File: src/rtl/hash_pe_dispatcher_pkg.sv
// Shared types and default sizing for the hash PE dispatcher.
//   state_e        : IDLE (no row held) / ISSUE (row held, beats being emitted)
//   DEF_*          : default parameter values used by the top module
package hash_pe_dispatcher_pkg;

  typedef enum logic [0:0] {
    ST_IDLE  = 1'b0,
    ST_ISSUE = 1'b1
  } state_e;

  localparam int DEF_NUM_HASH_PE      = 4;
  localparam int DEF_HASH_ISSUE_WIDTH = 4;
  localparam int DEF_ADDR_WIDTH       = 16;
  localparam int DEF_HASH_BITS        = 8;

endpackage

File: src/rtl/lowest_one_select.sv
// One-hot select of the lowest set bit of a request vector.
//   req : W-bit request vector
//   gnt : one-hot of the lowest set bit of req (all zero when req is zero)
module lowest_one_select #(
  parameter int W = 4
) (
  input  logic [W-1:0] req,
  output logic [W-1:0] gnt
);

  // Two's-complement trick: req & -req isolates the lowest set bit.
  assign gnt = req & (~req + {{(W-1){1'b0}}, 1'b1});

endmodule

File: src/rtl/hash_pe_dispatcher.sv
// Scatter stage of the post-hash reorder path. Accepts one aligned row of
// HASH_ISSUE_WIDTH positions and dispatches each position to the hash PE
// selected by the low bits of its hash, serializing PE collisions over beats.
// Ports:
//   clk, rst            : clock, async active-high reset
//   input_*             : row in (valid/ready, head addr, row_valid, hash, delim, data)
//   output_*            : beat out (valid/ready, mask, addr, hash, delim, last, data)
module hash_pe_dispatcher
  import hash_pe_dispatcher_pkg::*;
#(
  parameter int NUM_HASH_PE      = DEF_NUM_HASH_PE,
  parameter int HASH_ISSUE_WIDTH = DEF_HASH_ISSUE_WIDTH,
  parameter int ADDR_WIDTH       = DEF_ADDR_WIDTH,
  parameter int HASH_BITS        = DEF_HASH_BITS
) (
  input  logic                                  clk,
  input  logic                                  rst,
  input  logic                                  input_valid,
  input  logic [ADDR_WIDTH-1:0]                 input_head_addr,
  input  logic [HASH_ISSUE_WIDTH-1:0]           input_row_valid,
  input  logic [HASH_ISSUE_WIDTH*HASH_BITS-1:0] input_hash,
  input  logic                                  input_delim,
  input  logic [HASH_ISSUE_WIDTH*8-1:0]         input_data,
  output logic                                  input_ready,
  output logic                                  output_valid,
  output logic [NUM_HASH_PE-1:0]                output_mask,
  output logic [NUM_HASH_PE*ADDR_WIDTH-1:0]     output_addr,
  output logic [NUM_HASH_PE*HASH_BITS-1:0]      output_hash,
  output logic [NUM_HASH_PE-1:0]                output_delim,
  output logic                                  output_last,
  output logic [HASH_ISSUE_WIDTH*8-1:0]         output_data,
  input  logic                                  output_ready
);

  localparam int PE_BITS = $clog2(NUM_HASH_PE);
  localparam int IW      = HASH_ISSUE_WIDTH;
  localparam int HB      = HASH_BITS;

  state_e                 state_q, state_d;
  logic [IW-1:0]          pending_q, pending_d;
  logic [ADDR_WIDTH-1:0]  head_q, head_d;
  logic [IW*HB-1:0]       hash_q, hash_d;
  logic                   delim_q, delim_d;
  logic [IW*8-1:0]        data_q, data_d;

  logic [IW-1:0]          cand_s [NUM_HASH_PE];
  logic [IW-1:0]          sel_s  [NUM_HASH_PE];
  logic [IW-1:0]          issued_s;
  logic                   busy_s;
  logic                   last_s;
  logic                   fire_s;
  logic                   accept_s;

  // Candidate matrix: pending positions whose hash maps to each PE.
  always_comb begin
    for (int p = 0; p < NUM_HASH_PE; p++) begin
      cand_s[p] = {IW{1'b0}};
      for (int j = 0; j < IW; j++) begin
        cand_s[p][j] = pending_q[j] && (hash_q[j*HB +: PE_BITS] == PE_BITS'(p));
      end
    end
  end

  for (genvar gp = 0; gp < NUM_HASH_PE; gp++) begin : g_pe_sel
    lowest_one_select #(.W(IW)) u_sel (
      .req (cand_s[gp]),
      .gnt (sel_s[gp])
    );
  end

  // Beat assembly: one-hot AND-OR lane muxes driven by each PE's selection.
  always_comb begin
    issued_s    = {IW{1'b0}};
    output_mask = {NUM_HASH_PE{1'b0}};
    output_addr = {(NUM_HASH_PE*ADDR_WIDTH){1'b0}};
    output_hash = {(NUM_HASH_PE*HB){1'b0}};
    for (int p = 0; p < NUM_HASH_PE; p++) begin
      output_mask[p] = |cand_s[p];
      issued_s       = issued_s | sel_s[p];
      for (int j = 0; j < IW; j++) begin
        // Head is row-aligned, so OR-ing the offset is the same as adding it.
        output_addr[p*ADDR_WIDTH +: ADDR_WIDTH] = output_addr[p*ADDR_WIDTH +: ADDR_WIDTH]
            | ({ADDR_WIDTH{sel_s[p][j]}} & (head_q | ADDR_WIDTH'(j)));
        output_hash[p*HB +: HB] = output_hash[p*HB +: HB]
            | ({HB{sel_s[p][j]}} & hash_q[j*HB +: HB]);
      end
    end
  end

  assign busy_s       = (state_q == ST_ISSUE);
  // Gated by busy so an idle dispatcher never advertises a last beat.
  assign last_s       = busy_s && ((pending_q & ~issued_s) == {IW{1'b0}});
  assign output_valid = busy_s;
  assign output_last  = last_s;
  assign output_delim = {NUM_HASH_PE{delim_q & last_s}} & output_mask;
  assign output_data  = data_q;
  assign fire_s       = busy_s && output_ready;
  // Accepting alongside the final beat keeps conflict-free rows at one per cycle.
  assign input_ready  = !busy_s || (fire_s && last_s);
  assign accept_s     = input_valid && input_ready;

  // Next-state: load a new row on accept, retire issued positions on fire.
  always_comb begin
    state_d   = state_q;
    pending_d = pending_q;
    head_d    = head_q;
    hash_d    = hash_q;
    delim_d   = delim_q;
    data_d    = data_q;
    if (accept_s) begin
      pending_d = input_row_valid;
      head_d    = input_head_addr;
      hash_d    = input_hash;
      delim_d   = input_delim;
      data_d    = input_data;
      // Empty rows are consumed without producing a beat.
      state_d   = (input_row_valid != {IW{1'b0}}) ? ST_ISSUE : ST_IDLE;
    end else if (fire_s) begin
      pending_d = pending_q & ~issued_s;
      state_d   = last_s ? ST_IDLE : ST_ISSUE;
    end else begin
      state_d   = state_q;
    end
  end

  // State and row registers; reset discards any partially issued row.
  always_ff @(posedge clk or posedge rst) begin
    if (rst) begin
      state_q   <= ST_IDLE;
      pending_q <= {IW{1'b0}};
      head_q    <= {ADDR_WIDTH{1'b0}};
      hash_q    <= {(IW*HB){1'b0}};
      delim_q   <= 1'b0;
      data_q    <= {(IW*8){1'b0}};
    end else begin
      state_q   <= state_d;
      pending_q <= pending_d;
      head_q    <= head_d;
      hash_q    <= hash_d;
      delim_q   <= delim_d;
      data_q    <= data_d;
    end
  end

endmodule
File: config.mk
export PLATFORM = sky130hd
export DESIGN_NAME = hash_pe_dispatcher
export DESIGN_NICKNAME = d
export VERILOG_FILES = /design/src/rtl/hash_pe_dispatcher_pkg.sv /design/src/rtl/lowest_one_select.sv /design/src/rtl/hash_pe_dispatcher.sv
export SDC_FILE = /design/constraint.sdc
export NUM_CORES = 1
export LEC_CHECK = 0
export BUFFER_PORTS_ARGS = -buffer_cell sky130_fd_sc_hd__buf_2
export CAP_MARGIN = 20
export CORE_MARGIN = 2
export CORE_UTILIZATION = 40
export DETAILED_ROUTE_END_ITERATION = 10
export PLACE_DENSITY = 0.71
export SETUP_SLACK_MARGIN = 0.15
export SYNTH_ARGS = -nofsm -noshare
export SYNTH_HDL_FRONTEND = slang
export SYNTH_SLANG_ARGS = --single-unit
File: constraint.sdc
create_clock -name clk -period 7.12 [get_ports clk]
set_clock_uncertainty 0.05 [all_clocks]
set_input_delay 1.424 -clock clk [delete_from_list [all_inputs] [get_ports clk]]
set_output_delay 1.424 -clock clk [all_outputs]
set_load 0.01 [all_outputs]
== Yosys cells after proc, flatten, opt, wreduce, memory -nomap -nowiden ==
Cells that the tools add are included.
Storage, ports and cells
  bits in writable memories: 0
  ROM bits: 0
  latch bits: 0
  memories kept: 0
  bits in registers: 86
  bits of input ports: 89
  output and inout bits: 139
Operators by class
  $lt $le $gt $ge: 0
  multipliers: 0
  divide/modulo/power cells: 0
  multiplexer cells: 6
  equality and inequality tests: 12
  shifts and indexed selects: 0
  reduce and logical (&&, ||, !) cells: 33
  bitwise logic cells: 71
  add/sub/neg operators: 4
Operator list (number)
  16-bit AND: 16
  16-bit bitwise OR: 12
  8-bit AND: 16
  8-bit bitwise OR: 12
  4-bit AND: 6
  1-bit logical AND: 20
  4-bit inverter: 5
  4-bit by 1-bit adder with 4-bit output, second input constant: 4
  2-bit == test, second input constant: 8
  4-bit OR reduction: 4
  4-bit bitwise OR: 3
  2-bit by 1-bit == test with 1-bit output, second input constant: 4
  2-bit logical NOT: 4
  4-bit two-way mux: 2
  4-bit logical NOT: 1
  1-bit two-way mux: 4
  4-bit nonzero test: 1
  2-bit nonzero test: 1
  1-bit AND: 1
  1-bit logical NOT: 1
  1-bit logical OR: 1

== Depth between registers and ports, before layout ==
  depth after elaboration: 16
  gate-level depth with buffers: 8
  depth with buffers taken out: 6

== Hierarchy ==
A second synthesis with hierarchy kept.
Second synthesis, totals
  cell total of the unflattened synthesis: 948
  area total of the unflattened synthesis: 7644.8 um^2
Modules (own cells, without submodules)
  hash_pe_dispatcher: area an instance 7499.7 um^2, sequential area each 2152.1 um^2, cells an instance 932, times used 1
  lowest_one_select: area an instance 36.3 um^2, sequential area each 0.0 um^2, cells an instance 4, times used 4

== Least setup slack after synthesis ==
Ideal clock, no wire load.
  kind: flip-flop to output port
  from: register hash_q[17]
  to: output output_delim[1]
  arrival: 2.001 ns
  data required time: 5.646 ns
  stages on the path, launching flop included: 8
  path buffers: 1
  setup slack: 3.645 ns
  cells stage by stage: dfrtp_1 -> buf_2 -> or3b_2 -> nor3_4 -> a31o_2 -> o31a_1 -> nand4_1 -> nor2b_1
Between the ends
  longest elaborated chain between the ends: 14
  elaborated cells between the ends (all ways): 30
  those cells by class: add/sub: 4; eq/ne: 3; bitwise: 15; reduce/logical: 8
Ends and longest elaborated chain
  start: declaration: line hash_pe_dispatcher.sv:42  | logic [IW*HB-1:0] hash_q, hash_d;
  start signal: assignment: line hash_pe_dispatcher.sv:132  | hash_q <= {(IW*HB){1'b0}};
  start signal: assignment: line hash_pe_dispatcher.sv:139  | hash_q <= hash_d;
  2-bit by 1-bit == test with 1-bit output or 2-bit logical NOT (tied branches): line hash_pe_dispatcher.sv:59  | cand_s[p][j] = pending_q[j] && (hash_q[j*HB +: PE_BITS] == PE_BITS'(p));
  1-bit logical AND: line hash_pe_dispatcher.sv:59
  4-bit inverter: line lowest_one_select.sv:12  | assign gnt = req & (~req + {{(W-1){1'b0}}, 1'b1});
  4-bit by 1-bit adder with 4-bit output: line lowest_one_select.sv:12
  4-bit AND: line lowest_one_select.sv:12
  4-bit bitwise OR (3 in a row): line hash_pe_dispatcher.sv:79  | issued_s = issued_s | sel_s[p];
  4-bit inverter: line hash_pe_dispatcher.sv:92  | assign last_s = busy_s && ((pending_q & ~issued_s) == {IW{1'b0}});
  4-bit AND: line hash_pe_dispatcher.sv:92
  4-bit logical NOT: line hash_pe_dispatcher.sv:92
  1-bit logical AND: line hash_pe_dispatcher.sv:92
  1-bit AND: line hash_pe_dispatcher.sv:95  | assign output_delim = {NUM_HASH_PE{delim_q & last_s}} & output_mask;
  4-bit AND (*): line hash_pe_dispatcher.sv:95
  end: declaration: line hash_pe_dispatcher.sv:29  | output logic [NUM_HASH_PE-1:0] output_delim,
Mark *: on every way between the ends. The rest lies on a longest branch, timed or not.

== Worst setup path in the final report ==
  from: register pending_q[0]
  to: output output_delim[1]
Between the ends
  longest elaborated chain between the ends: 13
  elaborated cells between the ends (all ways): 26
  those cells by class: add/sub: 4; bitwise: 15; reduce/logical: 7
Ends and longest elaborated chain
  start: declaration: line hash_pe_dispatcher.sv:40  | logic [IW-1:0] pending_q, pending_d;
  start signal: assignment: line hash_pe_dispatcher.sv:130  | pending_q <= {IW{1'b0}};
  start signal: assignment: line hash_pe_dispatcher.sv:137  | pending_q <= pending_d;
  1-bit logical AND: line hash_pe_dispatcher.sv:59
  4-bit inverter: line lowest_one_select.sv:12
  4-bit by 1-bit adder with 4-bit output: line lowest_one_select.sv:12
  4-bit AND: line lowest_one_select.sv:12
  4-bit bitwise OR (3 in a row): line hash_pe_dispatcher.sv:79
  4-bit inverter: line hash_pe_dispatcher.sv:92
  4-bit AND: line hash_pe_dispatcher.sv:92
  4-bit logical NOT: line hash_pe_dispatcher.sv:92
  1-bit logical AND: line hash_pe_dispatcher.sv:92
  1-bit AND: line hash_pe_dispatcher.sv:95
  4-bit AND (*): line hash_pe_dispatcher.sv:95
Marked as above.

==> flow_summary.html <==
<table>
<tr><th>Metric</th><th>Value</th></tr>
<tr><th colspan="2">STA</th></tr>
<tr><td>Final count of hold timing violations</td><td>0</td></tr>
<tr><td>Fmax</td><td>0.2273 GHz</td></tr>
<tr><td>Setup-failing EPs final</td><td>0</td></tr>
<tr><td>Remaining max-slew budget at the tightest pin</td><td>37.95%</td></tr>
<tr><td>Crit path setup slack, layout</td><td>2.720 ns</td></tr>
<tr><td>Max Transition Viols Final</td><td>0</td></tr>
<tr><td>Total negative setup slack</td><td>0 ns</td></tr>
<tr><td>RSZ-0062 raised after global routing</td><td>no</td></tr>
<tr><td>Final worst hold slack</td><td>0.4491 ns</td></tr>
<tr><td>Worst-Margin Slew</td><td>0.9237 ns</td></tr>
<tr><td>Minimum period implied by the final worst setup slack</td><td>4.400 ns</td></tr>
<tr><td>Tcrit/Tclk final</td><td>61.80%</td></tr>
<tr><th colspan="2">Critical path</th></tr>
<tr><td>Startpoint type of the worst setup path</td><td>flop</td></tr>
<tr><td>Start-to-end type of the worst setup path</td><td>reg2out</td></tr>
<tr><td>Count of cell instances traversed by the critical path</td><td>7</td></tr>
<tr><td>CP max stage cell</td><td>nor4b_2</td></tr>
<tr><td>Critical path buffers and inverters</td><td>1</td></tr>
<tr><td>Data required time at the worst endpoint</td><td>5.65 ns</td></tr>
<tr><td>Cell-by-cell listing of the critical path</td><td>and3b_1, nor4b_2, nor3_1, o211ai_2, nand4_1, nor2b_1, buf_2</td></tr>
<tr><td>Highest cell delay on the worst timing path</td><td>0.85 ns</td></tr>
<tr><td>Crit-path max FO</td><td>11</td></tr>
<tr><td>Kind of end point of the critical path</td><td>output pin</td></tr>
<tr><td>Gate family responsible for the most delay along the worst path</td><td>simple AND/OR/NAND/NOR gates</td></tr>
<tr><td>Number of cells traversed by the worst register-to-register path</td><td>7</td></tr>
<tr><td>CP arrival</td><td>2.93 ns</td></tr>
<tr><th colspan="2">CTS</th></tr>
<tr><td>Root buffer cell</td><td>clkbuf_16</td></tr>
<tr><td>Post-CTS setup buffer count</td><td>0</td></tr>
<tr><td>CTS H-tree depth</td><td>3</td></tr>
<tr><td>Sink Count</td><td>86</td></tr>
<tr><td>Post-CTS resize count</td><td>0</td></tr>
<tr><td>Insertion delay of the later-clocked pin in the worst-skew pair</td><td>0.34 ns</td></tr>
<tr><td>Largest buffer count on any clock path</td><td>2</td></tr>
<tr><td>Hold buffer count at CTS</td><td>0</td></tr>
<tr><td>TritonCTS clock tree</td><td>built</td></tr>
<tr><td>Cts bufs inserted</td><td>9</td></tr>
<tr><td>Clock-pin slew on the worst setup and hold paths</td><td>0.06 ns</td></tr>
<tr><th colspan="2">Floorplan</th></tr>
<tr><td>Core Area</td><td>0.01152 mm²</td></tr>
<tr><td>Std cell rows</td><td>39</td></tr>
<tr><td>Die area</td><td>0.01276 mm²</td></tr>
<tr><td>Floorplan die width</td><td>113.0 µm</td></tr>
<tr><td>Initial core utilization</td><td>41.24%</td></tr>
<tr><td>Die H</td><td>113.0 µm</td></tr>
<tr><td>I/O pin total</td><td>228</td></tr>
<tr><th colspan="2">Yosys</th></tr>
<tr><td>Post-Syn Area per Cell</td><td>11.25 µm²</td></tr>
<tr><td>Total number of yosys warnings</td><td>0</td></tr>
<tr><td>Number of distinct library cells after synthesis</td><td>43</td></tr>
<tr><td>Summed instance area of the synthesized netlist</td><td>0.004750 mm²</td></tr>
<tr><td>Post-synth top area share</td><td>45.31%</td></tr>
<tr><td>Count of flip-flops with a built-in enable after synthesis</td><td>0</td></tr>
<tr><td>Most frequently used flop master after synthesis</td><td>dfrtp_1</td></tr>
<tr><td>Biggest area contributors in the synthesized netlist</td><td>dfrtp_1, mux2_2, and2_1</td></tr>
<tr><td>Register bit total from synthesis</td><td>86</td></tr>
<tr><td>Synthesized netlist cell count</td><td>422</td></tr>
<tr><td>Ys async rst share</td><td>100.0%</td></tr>
<tr><td>Share of the yosys chip area belonging to registers</td><td>45.31%</td></tr>
<tr><td>Dominant cell type by area after synthesis</td><td>dfrtp_1</td></tr>
<tr><th colspan="2">Drt</th></tr>
<tr><td>Met1 WL</td><td>5602 µm</td></tr>
<tr><td>Total length of routed wires</td><td>13860 µm</td></tr>
<tr><td>TritonRoute pass-1 iters</td><td>11</td></tr>
<tr><td>Number of nets with antenna violations after detailed routing</td><td>0</td></tr>
<tr><td>Met3 routed WL</td><td>1290 µm</td></tr>
<tr><td>Number of vias in the routed layout</td><td>4264</td></tr>
<tr><td>Detailed-route wire length per cell</td><td>17.65 µm</td></tr>
<tr><td>Number of DRC markers after the initial detailed-route iteration</td><td>378</td></tr>
<tr><td>DRC errors left</td><td>13</td></tr>
<tr><td>Highest metal used</td><td>met4</td></tr>
<tr><td>Met2 WL post-DR</td><td>6696 µm</td></tr>
<tr><td>Vias per std cell</td><td>5.432</td></tr>
<tr><th colspan="2">Finish</th></tr>
<tr><td>Fill cell total of the finished layout</td><td>1016</td></tr>
<tr><td>Footprint of the multi-input gates</td><td>0.002405 mm²</td></tr>
<tr><td>Share of post-route cells with drive strength above 1</td><td>51.56%</td></tr>
<tr><td>Leading cell type in the layout, fill and taps excluded</td><td>buf_2</td></tr>
<tr><td>Area delta synth-&gt;final</td><td>30.90%</td></tr>
<tr><td>Sequential standard cell area</td><td>0.002152 mm²</td></tr>
<tr><td>Top library cells by usage in the layout, fill and taps aside</td><td>buf_2, dfrtp_1, mux2_2, and2_1, nand2_1</td></tr>
<tr><td>Layout net count</td><td>726</td></tr>
<tr><td>Antenna cells</td><td>0</td></tr>
<tr><td>Non-filler instance count after layout</td><td>785</td></tr>
<tr><th colspan="2">Pwr</th></tr>
<tr><td>Final total power</td><td>3.427 mW</td></tr>
<tr><td>Power per unit of standard cell area</td><td>551.2 mW/mm²</td></tr>
<tr><td>Worst vdd rail ir drop</td><td>0.2585 mV</td></tr>
<tr><td>Leakage power summed over all cells</td><td>3.192 nW</td></tr>
<tr><th colspan="2">Status</th></tr>
<tr><td>Run status</td><td>finished with violations</td></tr>
<tr><td>Violated checks</td><td>design-rule violations</td></tr>
<tr><th colspan="2">Flow run</th></tr>
<tr><td>Max-cap violations</td><td>0</td></tr>
<tr><th colspan="2">Global routing</th></tr>
<tr><td>Global-route wire length before repair</td><td>21510 µm</td></tr>
<tr><td>Largest net degree at the start of global routing</td><td>87</td></tr>
<tr><td>Number of global-route vias before repair</td><td>4156</td></tr>
<tr><td>Overflow after GRT</td><td>0</td></tr>
<tr><td>Number of antenna violations at the first check in global routing</td><td>0</td></tr>
<tr><td>Global-route usage over all layers</td><td>21.49%</td></tr>
<tr><th colspan="2">Placement</th></tr>
<tr><td>Final HPWL DP</td><td>10110 µm</td></tr>
<tr><td>PortBufs</td><td>223</td></tr>
<tr><td>Routability Congestion</td><td>0.8614</td></tr>
<tr><td>Placed cell count</td><td>768</td></tr>
<tr><td>Pre-CTS setup slack</td><td>3.128 ns</td></tr>
<tr><th colspan="2">Min path</th></tr>
<tr><td>Min-Delay Path Depth</td><td>1</td></tr>
<tr><td>Path category of the worst min-delay check</td><td>reg2reg</td></tr>
</table>
-- where the power goes --
group          switching, mW  internal (mW)  leakage [nW]
clock                  0.193          0.273         0.136
combinational           1.03          0.926          2.05
sequential             0.262          0.744          1.01
-- routing by layer --
layer | vias up | GRT usage [%]
li1 | 1962 | -
met1 | 2040 | 27.87
met2 | 242 | 35.06
met3 | 20 | 4.928
met4 | 0 | 8.618
met5 | - | 0
-- state kept, by name, summed over array words and instances (netlist names) --
register,count
delim_q,1
hash_q,32
head_q,16
output_data,32
output_valid,1
pending_q,4
-- Yosys cell counts (2+ instances only) --
cell type	instances
nand2_1	33
o21a_1	5
buf_4	5
a31oi_1	2
buf_2	4
a22oi_1	13
nor2_1	26
mux2_2	67
dfrtp_1	86
nor3b_1	2
a31o_2	3
mux2_1	5
nand3_1	11
or3b_2	3
nor2b_1	20
a221o_1	12
nor4b_2	2
nand4_1	2
xnor2_1	2
nand3b_1	4
and2_1	44
and3b_1	4
mux2_4	9
o21ai_0	4
a222oi_1	13
buf_6	8
and3_1	3
clkbuf_1	9
nor3_1	2
inv_1	6
-- path summary, 6_finish.rpt --
path                                             start                           to  slack [ns]
setup / recovery              pending_q[0]$_DFFE_PP0P_              output_delim[1]        2.72
hold / removal             output_data[21]$_DFFE_PP0P_  output_data[21]$_DFFE_PP0P_        0.45
hold reg to reg            output_data[21]$_DFFE_PP0P_  output_data[21]$_DFFE_PP0P_        0.45
min in group asynchronous                          rst   output_data[7]$_DFFE_PP0P_        1.13
max in group asynchronous                          rst        hash_q[8]$_DFFE_PP0P_        5.27
setup reg to reg                 hash_q[1]$_DFFE_PP0P_       hash_q[31]$_DFFE_PP0P_        3.16
-- worst reg2reg max path, cell delays in order (launching register included) --
cell and delay, ns:
dfrtp_1 0.43, and3b_1 0.65, nor4b_2 0.25, nor3_1 0.32, o211ai_2 0.23, a31oi_4 0.70
buf_4 0.76, mux2_2 0.46
-- stage by stage --
| step | cell area [µm²] | utilization (%) |
|---|---|---|
| floorplan | 4761 | - |
| global placement | 5898 | 51.22 |
| detailed placement | 5898 | 51.22 |
| CTS | 6190 | 53.75 |
| global route | 6217 | 53.99 |
| finish | 6217 | 53.99 |
-- cells by family after synthesis --
family / after synthesis / share of synthesized area [%]
and+or+nand+nor: 161 / 19.13
DFF: 86 / 45.31
muxes: 81 / 19.92
AOI/OAI and AO/OA: 59 / 10.91
buffers and inverters: 32 / 4.294
xor gates and xnor gates: 2 / 0.3689
other: 1 / 0.07895
-- area by class of cell --
type	count	area share, %
clock buffer	11	3.743
multi-input combinational	307	38.68
tap	143	2.878
inverter	6	0.3824
sequential	86	34.61
clock inverter	5	0.9459
timing repair buffer	227	18.76
Note: power is estimated with default switching activity, not from simulation.
